File: src/rtl/pdm_sample_feeder_if.sv
// Producer/consumer bundle for the PDM sample feeder.
// The master side is the bus producer and its controls. The slave side is the feeder.
interface pdm_sample_feeder_if #(
  parameter int BITS  = 16,
  parameter int DEPTH = 16
);
  localparam int LW = $clog2(DEPTH) + 1;

  logic            en;
  logic            in_valid;
  logic            in_ready;
  logic [BITS-1:0] in_data;
  logic            out_stb;
  logic [BITS-1:0] out_data;
  logic [LW-1:0]   level;
  logic [15:0]     underrun_cnt;
  logic            clr_underrun;

  modport master (
    output en, in_valid, in_data, clr_underrun,
    input  in_ready, out_stb, out_data, level, underrun_cnt
  );

  modport slave (
    input  en, in_valid, in_data, clr_underrun,
    output in_ready, out_stb, out_data, level, underrun_cnt
  );
endinterface

File: src/rtl/pdm_sample_feeder.sv
// Sample FIFO with a fixed-rate release divider for the PDM channel modulator.
// At every divider tick the head sample is released with a one-cycle strobe.
// If the FIFO is empty at a tick, the last sample is repeated and the underrun is counted.
module pdm_sample_feeder #(
  parameter int BITS  = 16,
  parameter int DEPTH = 16,
  parameter int DIV   = 256
) (
  input  logic              clk,
  input  logic              rst,
  pdm_sample_feeder_if.slave bus
);
  localparam int AW = $clog2(DEPTH);
  localparam int LW = AW + 1;
  localparam int CW = $clog2(DIV);

  logic [CW-1:0]   div_q, div_d;
  logic            tick;

  logic [BITS-1:0] mem_q [DEPTH];
  logic [AW-1:0]   wr_ptr_q, wr_ptr_d;
  logic [AW-1:0]   rd_ptr_q, rd_ptr_d;
  logic [LW-1:0]   level_q, level_d;
  logic            full, empty, push, pop;

  logic [BITS-1:0] out_data_q, out_data_d;
  logic            out_stb_q, out_stb_d;
  logic [15:0]     underrun_q, underrun_d;

  // Occupancy flags come from registered state only.
  // A pop in the same cycle never reopens in_ready.
  assign full  = (level_q == LW'(DEPTH));
  assign empty = (level_q == '0);
  assign push  = bus.in_valid & bus.in_ready;
  assign pop   = tick & ~empty;

  assign bus.in_ready     = ~full & ~rst;
  assign bus.out_stb      = out_stb_q;
  assign bus.out_data     = out_data_q;
  assign bus.level        = level_q;
  assign bus.underrun_cnt = underrun_q;

  // Sample-period divider.
  // Disabling it parks the count at zero, so a fresh period starts when en rises.
  always_comb begin
    tick  = 1'b0;
    div_d = div_q;
    if (!bus.en) begin
      div_d = '0;
    end else if (div_q == CW'(DIV - 1)) begin
      tick  = 1'b1;
      div_d = '0;
    end else begin
      div_d = div_q + CW'(1);
    end
  end

  // Pointer and occupancy update.
  // A simultaneous push and pop leaves the level unchanged.
  always_comb begin
    wr_ptr_d = push ? wr_ptr_q + AW'(1) : wr_ptr_q;
    rd_ptr_d = pop  ? rd_ptr_q + AW'(1) : rd_ptr_q;
    level_d  = level_q;
    case ({push, pop})
      2'b10:   level_d = level_q + LW'(1);
      2'b01:   level_d = level_q - LW'(1);
      default: level_d = level_q;
    endcase
  end

  // Output sample selection and underrun accounting at each sample instant.
  // A clear takes priority over an increment in the same cycle.
  always_comb begin
    out_stb_d  = tick;
    out_data_d = pop ? mem_q[rd_ptr_q] : out_data_q;
    underrun_d = underrun_q;
    if (tick && empty && (underrun_q != 16'hFFFF)) begin
      underrun_d = underrun_q + 16'd1;
    end
    if (bus.clr_underrun) begin
      underrun_d = '0;
    end
  end

  // Sample storage.
  // It needs no reset because the pointers and level define which entries are valid.
  always_ff @(posedge clk) begin
    if (push) begin
      mem_q[wr_ptr_q] <= bus.in_data;
    end
  end

  // Control and output state registers, synchronously reset.
  always_ff @(posedge clk) begin
    if (rst) begin
      div_q      <= '0;
      wr_ptr_q   <= '0;
      rd_ptr_q   <= '0;
      level_q    <= '0;
      out_data_q <= '0;
      out_stb_q  <= 1'b0;
      underrun_q <= '0;
    end else begin
      div_q      <= div_d;
      wr_ptr_q   <= wr_ptr_d;
      rd_ptr_q   <= rd_ptr_d;
      level_q    <= level_d;
      out_data_q <= out_data_d;
      out_stb_q  <= out_stb_d;
      underrun_q <= underrun_d;
    end
  end
endmodule

File: src/flat_wrapper.sv
// flat-port wrapper written by rule: the top's interface ports become plain ports
module pdm_sample_feeder_flat 
#(
  parameter int BITS  = 16,
  parameter int DEPTH = 16,
  parameter int DIV   = 256
)
  (clk, rst, bus_en, bus_in_valid, bus_in_data, bus_clr_underrun, bus_in_ready, bus_out_stb, bus_out_data, bus_level, bus_underrun_cnt);
  pdm_sample_feeder_if #(.BITS(BITS), .DEPTH(DEPTH)) bus_i ();
  input  logic clk;
  input  logic rst;
  input wire logic [$bits(bus_i.en)-1:0] bus_en;
  input wire logic [$bits(bus_i.in_valid)-1:0] bus_in_valid;
  input wire logic [$bits(bus_i.in_data)-1:0] bus_in_data;
  input wire logic [$bits(bus_i.clr_underrun)-1:0] bus_clr_underrun;
  output wire logic [$bits(bus_i.in_ready)-1:0] bus_in_ready;
  output wire logic [$bits(bus_i.out_stb)-1:0] bus_out_stb;
  output wire logic [$bits(bus_i.out_data)-1:0] bus_out_data;
  output wire logic [$bits(bus_i.level)-1:0] bus_level;
  output wire logic [$bits(bus_i.underrun_cnt)-1:0] bus_underrun_cnt;
  assign bus_i.en = bus_en;
  assign bus_i.in_valid = bus_in_valid;
  assign bus_i.in_data = bus_in_data;
  assign bus_i.clr_underrun = bus_clr_underrun;
  assign bus_in_ready = bus_i.in_ready;
  assign bus_out_stb = bus_i.out_stb;
  assign bus_out_data = bus_i.out_data;
  assign bus_level = bus_i.level;
  assign bus_underrun_cnt = bus_i.underrun_cnt;
  pdm_sample_feeder #(.BITS(BITS), .DEPTH(DEPTH), .DIV(DIV)) u_core (.clk(clk), .rst(rst), .bus(bus_i));
endmodule
File: config.mk
export PLATFORM = sky130hd
export DESIGN_NAME = pdm_sample_feeder_flat
export DESIGN_NICKNAME = d
export VERILOG_FILES = /design/src/rtl/pdm_sample_feeder_if.sv /design/src/rtl/pdm_sample_feeder.sv /design/src/flat_wrapper.sv
export SDC_FILE = /design/constraint.sdc
export NUM_CORES = 1
export LEC_CHECK = 0
export CORE_MARGIN = 5
export CORE_UTILIZATION = 50
export DETAILED_ROUTE_END_ITERATION = 8
export DONT_BUFFER_PORTS = 1
export SLEW_MARGIN = 15
export SYNTH_ARGS = -nofsm -noshare
export SYNTH_HDL_FRONTEND = slang
export SYNTH_SLANG_ARGS = --single-unit
File: constraint.sdc
create_clock -name clk -period 3.36 [get_ports clk]
set_input_delay 0.672 -clock clk [delete_from_list [all_inputs] [get_ports clk]]
set_output_delay 0.672 -clock clk [all_outputs]
set_load 0.1 [all_outputs]
==> results of run 1 <==
## state kept, by name, indices dropped and copies added (netlist names)
register,count
u_core.bus.underrun_cnt,16
u_core.bus.out_data,16
u_core.bus.level,5
u_core.rd_ptr_q,4
u_core.bus.out_stb,1
u_core.div_q,8
u_core.wr_ptr_q,4
u_core.mem_q,256
## stage by stage
stage | setup WS [ns] | cells | util, %
2_1_floorplan | 0.181 | 725 | -
3_5_place_dp | 0.565 | 1060 | 53.5
6_report | 0.587 | 1122 | 58.2
3_3_place_gp | 0.604 | 1060 | 53.5
4_1_cts | 0.556 | 1122 | 58.2
5_1_grt | 0.405 | 1122 | 58.2
## synthesized netlist by cell type, drive strengths merged, types with 2 or more instances
master   instances  share of area (%)
o211ai          20                1.3
a21oi           14               0.57
inv              8               0.25
a221oi          15                1.1
ha              11                1.1
nor3             5               0.20
a311oi          15                1.1
a21o             2               0.12
dfxtp           54                8.8
or3             14               0.72
nand2           13               0.40
nand2b           4               0.20
nor2b            2               0.10
a22oi           15               0.92
mux2i           65                5.3
nand3           10               0.51
clkbuf          19               0.61
and4             4               0.29
o2111ai          2               0.34
edfxtp         256                 63
nor2            55                1.7
nand4            5               0.26
and3             4               0.21
mux4            35                6.4
o21ai           25                1.0
xnor2           11               0.79
xor2             7               0.50
buf             23                1.2
o31ai            5               0.31
## final cells by class
type	instances	share of cell area, %
Tap cell	324	2.88
Clock buffer	49	6.90
Clock inverter	13	1.19
Inverter	8	0.213
Timing Repair Buffer	53	3.18
Sequential cell	310	62.4
Multi-Input combinational cell	365	23.2
## cells by family after synthesis
logic type,count (synthesis),synth area share (%)
DFF,310,71.7
and+or+nand+nor,121,5.00
AOI/OAI and AO/OA,114,6.87
muxes,100,11.8
buffers and inverters,50,2.09
xor gates and xnor gates,18,1.29
adders and majority gates,12,1.29
## per-layer routing
layer | wire (um) | part of all wire [%]
met4 | 499 | 1.8
met3 | 1700 | 6.2
met2 | 14000 | 51
met5 | 0 | 0
met1 | 11100 | 41
## path summary, 6_finish.rpt
check,end,slack [ns],depth (start not counted)
hold / removal,u_core.bus.level[2]$_SDFFE_PP0P_,0.24,1
setup / recovery,u_core.bus.level[4]$_SDFFE_PP0P_,0.59,11
setup reg to reg,u_core.bus.level[4]$_SDFFE_PP0P_,0.59,11
hold reg to reg,u_core.div_q[0]$_SDFF_PP0_,0.49,1
## where the power goes
group	total, W	internal [W]	switching (W)
clock	0.00377	0.00232	0.00145
sequential	0.00419	0.00418	0.0000108
combinational	0.000112	0.0000401	0.0000716
## worst reg2reg max path, cell delays in order, from the launching register on
cell and delay (ns):
dfxtp_1 0.39, ha_1 0.27, and3_1 0.19, nand3_1 0.20
nor2_4 0.15, ha_1 0.29, ha_1 0.32, a21o_1 0.20
a21oi_1 0.16, xor2_1 0.09, or3_1 0.30, a21oi_1 0.14
==> results.tsv, run 1 <==
metric	value	unit
cts_buffers	34	
dpl_cell_area	12900	um2
dieArea	27700	um2
min_period	2.77	ns
final_common_cell	edfxtp_1	
cpLargestDelayFamily	adder cells	
drive_above_1_share	21.3	%
cp_max_fo	5	
vias	6589	
synth_seq_cells	310	
use_met1	25.5	%
clkTransAtPathRegs	0.05	ns
rows	57	
max_freq	0.361	GHz
yosys.cell_types.count	46	
hp-class	in2reg	
cts_root_buf	clkbuf_16	
clock_sinks	310	
io_buffer_count	0	
route.detailed.drc	0	
grtUsageTotal	20.0	%
postCtsSetupRepairBufs	0	
drv_cap	0	
holdWs	0.240	ns
fillerInstances	1832	
avgSynthCellArea	16.9	um2
dieWidth	166	um
r2r_start	u_core.div_q[0]$_SDFF_PP0_	
grt_pass1_wl	42300	um
grt_pass1_vias	6922	
post_drt_wl_per_cell	24.4	um
core_area	24200	um2
grt_antenna_before_repair	0	
cts_tree	yes	
seq_area	8780	um2
synth_cells	725	
ys_warn_count	0	
cpMostUsedCell	ha_1	
peakVddDrop	359	uV
syn_nets	758	
grtUsageMet3	5.19	%
crit_path_end_kind	flip-flop	
netlist_area	12200	um2
area_growth	15.0	%
slew_violations	0	
min-delay-start	rst	
status	completed	
gp_congestion	0.819	
min_period_over_period	82.5	%
critPathArrivalTime	3.20	ns
cpPeakStageDelay	0.39	ns
grt_overflow	0	
stdcell_area	14100	um2
drtIter0Drc	576	
start_util	50.6	%
synth_edf_count	256	
final_cell_mix	edfxtp_1 (256), mux2i_1 (65), buf_4 (49)	
worstPathCellList	ha_1 > and3_1 > nand3_1 > nor2_4 > ha_1 > ha_1 > a21o_1 > a21oi_1 > xor2_1 > or3_1 > a21oi_1	
setup-violations-final	0	
drt_wl_total	27400	um
rsz0062_at_grt	no	
post_cts_resized	0	
grt_busiest_layer	met2	
power.density	574	nW/um2
worstMarginPinSlew	1.14	ns
ys_async_sr_fraction	0	%
viasPerCell	5.87	
detail-route-antenna-nets	0	
hold_viol_final	0	
worstSetupPathType	reg2reg	
cts_buffer_depth	3	
fin_setup_tns	0	ns
io_pins	60	
grt_max_degree	39	
htreeDepth	2	
multi_input_area	3270	um2
globalRouteMet2Util	34.5	%
nets	805	
antenna_cells	0	
drt-pass1-iter-count	5	
slew_headroom	23.9	%
cp_num_buf_inv	0	
total_power	0.00807	W
clkLatencyLatePin	0.51	ns
cts-hold-fix-buffers	0	
slowest_stage	dfxtp_1	
setup.worst_path.start	u_core.div_q[0]$_SDFF_PP0_	
required	3.78	ns
cp-start-kind	flip-flop	
place_hpwl	17100	um
ys_seq_area_share	71.7	%
total_leakage_power	4.33	nW
clock_skew	0.0179	ns
die_h	166	um
ys.flop_type	edfxtp_1	
Note: power is estimated with default switching activity, not from simulation.
==> run 2: changes to the inputs <==
PLACE_DENSITY = 0.68   (was default)
clock period = 2.25 ns   (was 3.36 ns; I/O delays follow)
==> results.tsv, run 2 (same netlist as run 1, synthesis figures left out) <==
metric	value	unit	change
status	complete, but fails checks		
violations	setup timing		
io_buffer_count	0		unchanged
critPathArrivalTime	2.84	ns	-0.36 ns
route.detailed.drc	0		unchanged
largest-register	u_core.mem_q		
reg2reg_depth	10		-1
min_period_over_period	105	%	+22 points
peakVddDrop	875	uV	+140%
hp-class	in2reg		
slew_violations	0		unchanged
clkLatencyLatePin	0.56	ns	+0.05 ns
r2r_start	u_core.bus.level[2]$_SDFFE_PP0P_		
die_h	166	um	unchanged
total_leakage_power	4.59	nW	+6.1%
detail-route-antenna-nets	0		unchanged
r2r-end	u_core.bus.level[4]$_SDFFE_PP0P_		
clkTransAtPathRegs	0.06	ns	about the same
grt_overflow	0		unchanged
final_cell_mix	edfxtp_1 (256), buf_4 (84), mux2i_1 (65)		
ff2ff_setup_slack	-0.11	ns	-0.69 ns
total_power	0.0115	W	+43%
critical_path.endpoint	u_core.bus.level[4]$_SDFFE_PP0P_		
worstMarginPinSlew	0.866	ns	-0.274 ns
required	2.74	ns	-1.04 ns
vias	6970		+5.8%
dieWidth	166	um	unchanged
cts_buffer_depth	3		unchanged
grt_antenna_before_repair	1		+1
power.density	786	nW/um2	+37%
worstSetupPathType	reg2reg		
clock_sinks	310		unchanged
largest_reg_flops	256		unchanged
drive_above_1_share	26.2	%	+4.9 points
setup_ws	-0.105	ns	-0.692 ns
cts_root_buf	clkbuf_16		
dieArea	27700	um2	unchanged
max_freq	0.425	GHz	+18%
grtUsageTotal	19.3	%	-0.69 points
drt_wl_total	27300	um	-0.29%
fin_setup_tns	-0.105	ns	-0.105 ns
cp_max_fo	3		-2
final_common_cell	edfxtp_1		
post_drt_wl_per_cell	23.1	um	-5.2%
fillerInstances	1750		-4.5%
grt_pass1_vias	7218		+4.3%
cts_buffers	31		-8.8%
clock_skew	0.0104	ns	-0.00753 ns
hold_viol_final	0		unchanged
drtIter0Drc	548		-4.9%
io_pins	60		unchanged
drv_cap	0		unchanged
crit_path_end_kind	flip-flop		
rsz0062_at_grt	yes		
viasPerCell	5.91		+0.58%
start_util	50.6	%	unchanged
htreeDepth	1		-1
area_growth	20.0	%	
slew_headroom	42.0	%	+18 points
cp-start-kind	flip-flop		
place_hpwl	16800	um	-1.8%
gp_congestion	0.767		-6.4%
place_ws	-0.268	ns	-0.834 ns
min_period	2.36	ns	-0.418 ns
setup.worst_path.start	u_core.bus.level[2]$_SDFFE_PP0P_		
cts_tree	yes		
grt_pass1_wl	41600	um	-1.7%
setup-violations-final	1		+1
core_area	24200	um2	unchanged
rows	57		unchanged
nets	865		+7.5%
drt-pass1-iter-count	5		unchanged
grt_max_degree	58		+49%
==> run 2: changes by cell type in the layout (fill, tap and decap cells not counted), sizes merged <==
cell,change
clkinvlp,-2
bufinv,-2
diode,+1
clkbuf,+1
buf,+43
clkinv,-5
dlygate4sd3,+20
inv,+2
==> run 2: how the worst min path moves through the flow <==
stage / start / endpoint / slack (ns) / cells past startpoint
floorplan: u_core.div_q[0]$_SDFF_PP0_ / u_core.div_q[0]$_SDFF_PP0_ / 0.43 / 1
global placement: u_core.bus.out_data[14]$_SDFFE_PP0P_ / u_core.bus.out_data[14]$_SDFFE_PP0P_ / 0.47 / 2
detailed placement: u_core.bus.out_data[14]$_SDFFE_PP0P_ / u_core.bus.out_data[14]$_SDFFE_PP0P_ / 0.49 / 2
CTS: bus_clr_underrun / u_core.bus.underrun_cnt[8]$_SDFFE_PP0P_ / 0.05 / 2
global route: bus_clr_underrun / u_core.bus.underrun_cnt[8]$_SDFFE_PP0P_ / 0.07 / 2
finish: bus_clr_underrun / u_core.bus.underrun_cnt[8]$_SDFFE_PP0P_ / 0.08 / 2
==> run 2: layout make-up <==
class | instances | area (um2) | share of cell area, %
clock inverters | 6 | 87.6 | 0.597
multi-input cells | 365 | 3370 | 23.0
clock buffers | 50 | 908 | 6.19
flip-flops and latches | 310 | 8800 | 60.0
inverters | 8 | 30.0 | 0.205
well taps | 324 | 405 | 2.76
diodes | 1 | 2.50 | 0.0170
repair buffers | 116 | 1070 | 7.30
==> run 2: worst max-delay path, cell delays in order (launching register included) <==
cell	delay, ns
dfxtp_4	0.35
nor4_4	0.31
and2b_2	0.23
nor2_4	0.05
ha_4	0.16
fa_2	0.34
a21o_1	0.17
a21oi_2	0.14
xor2_1	0.10
or3_1	0.33
a21oi_2	0.11
==> run 2: through the flow <==
stage               utilization [%]  area, um2  hold WS (ns)  std cells
floorplan                         -      12400         0.430        725
global placement               55.5      13400         0.474       1100
detailed placement             55.5      13400         0.494       1100
CTS                            60.6      14700        0.0490       1178
global route                   60.7      14700        0.0715       1180
finish                         60.7      14700        0.0775       1180
==> run 2: power by group <==
part	total [W]	internal [W]	switching [W]
registers	0.00625	0.00624	0.0000150
clock network	0.00501	0.00298	0.00204
logic	0.000278	0.0000921	0.000186
==> run 2: repair_timing <==
action / CTS / global route
setup endpoints to repair: 2 / 3
setup buffers: 1 / 1
hold endpoints to repair: 285 / 0
pin swaps: 5 / 4
resized for setup: 3 / 2
hold buffers: 21 / 0
==> run 2: per-layer routing <==
layer	share of wire [%]	GRT usage, %	vias up
met5	0	0	-
met3	7.5	3.98	42
li1	-	-	3119
met4	2.0	4.91	0
met1	39	25.1	3527
met2	52	33.5	282
==> run 3: changes to the inputs <==
CTS_CLUSTER_DIAMETER = 120   (was default)
==> results of run 3 <==
The final DEF is identical to that of run 2; final timing and power are the same.
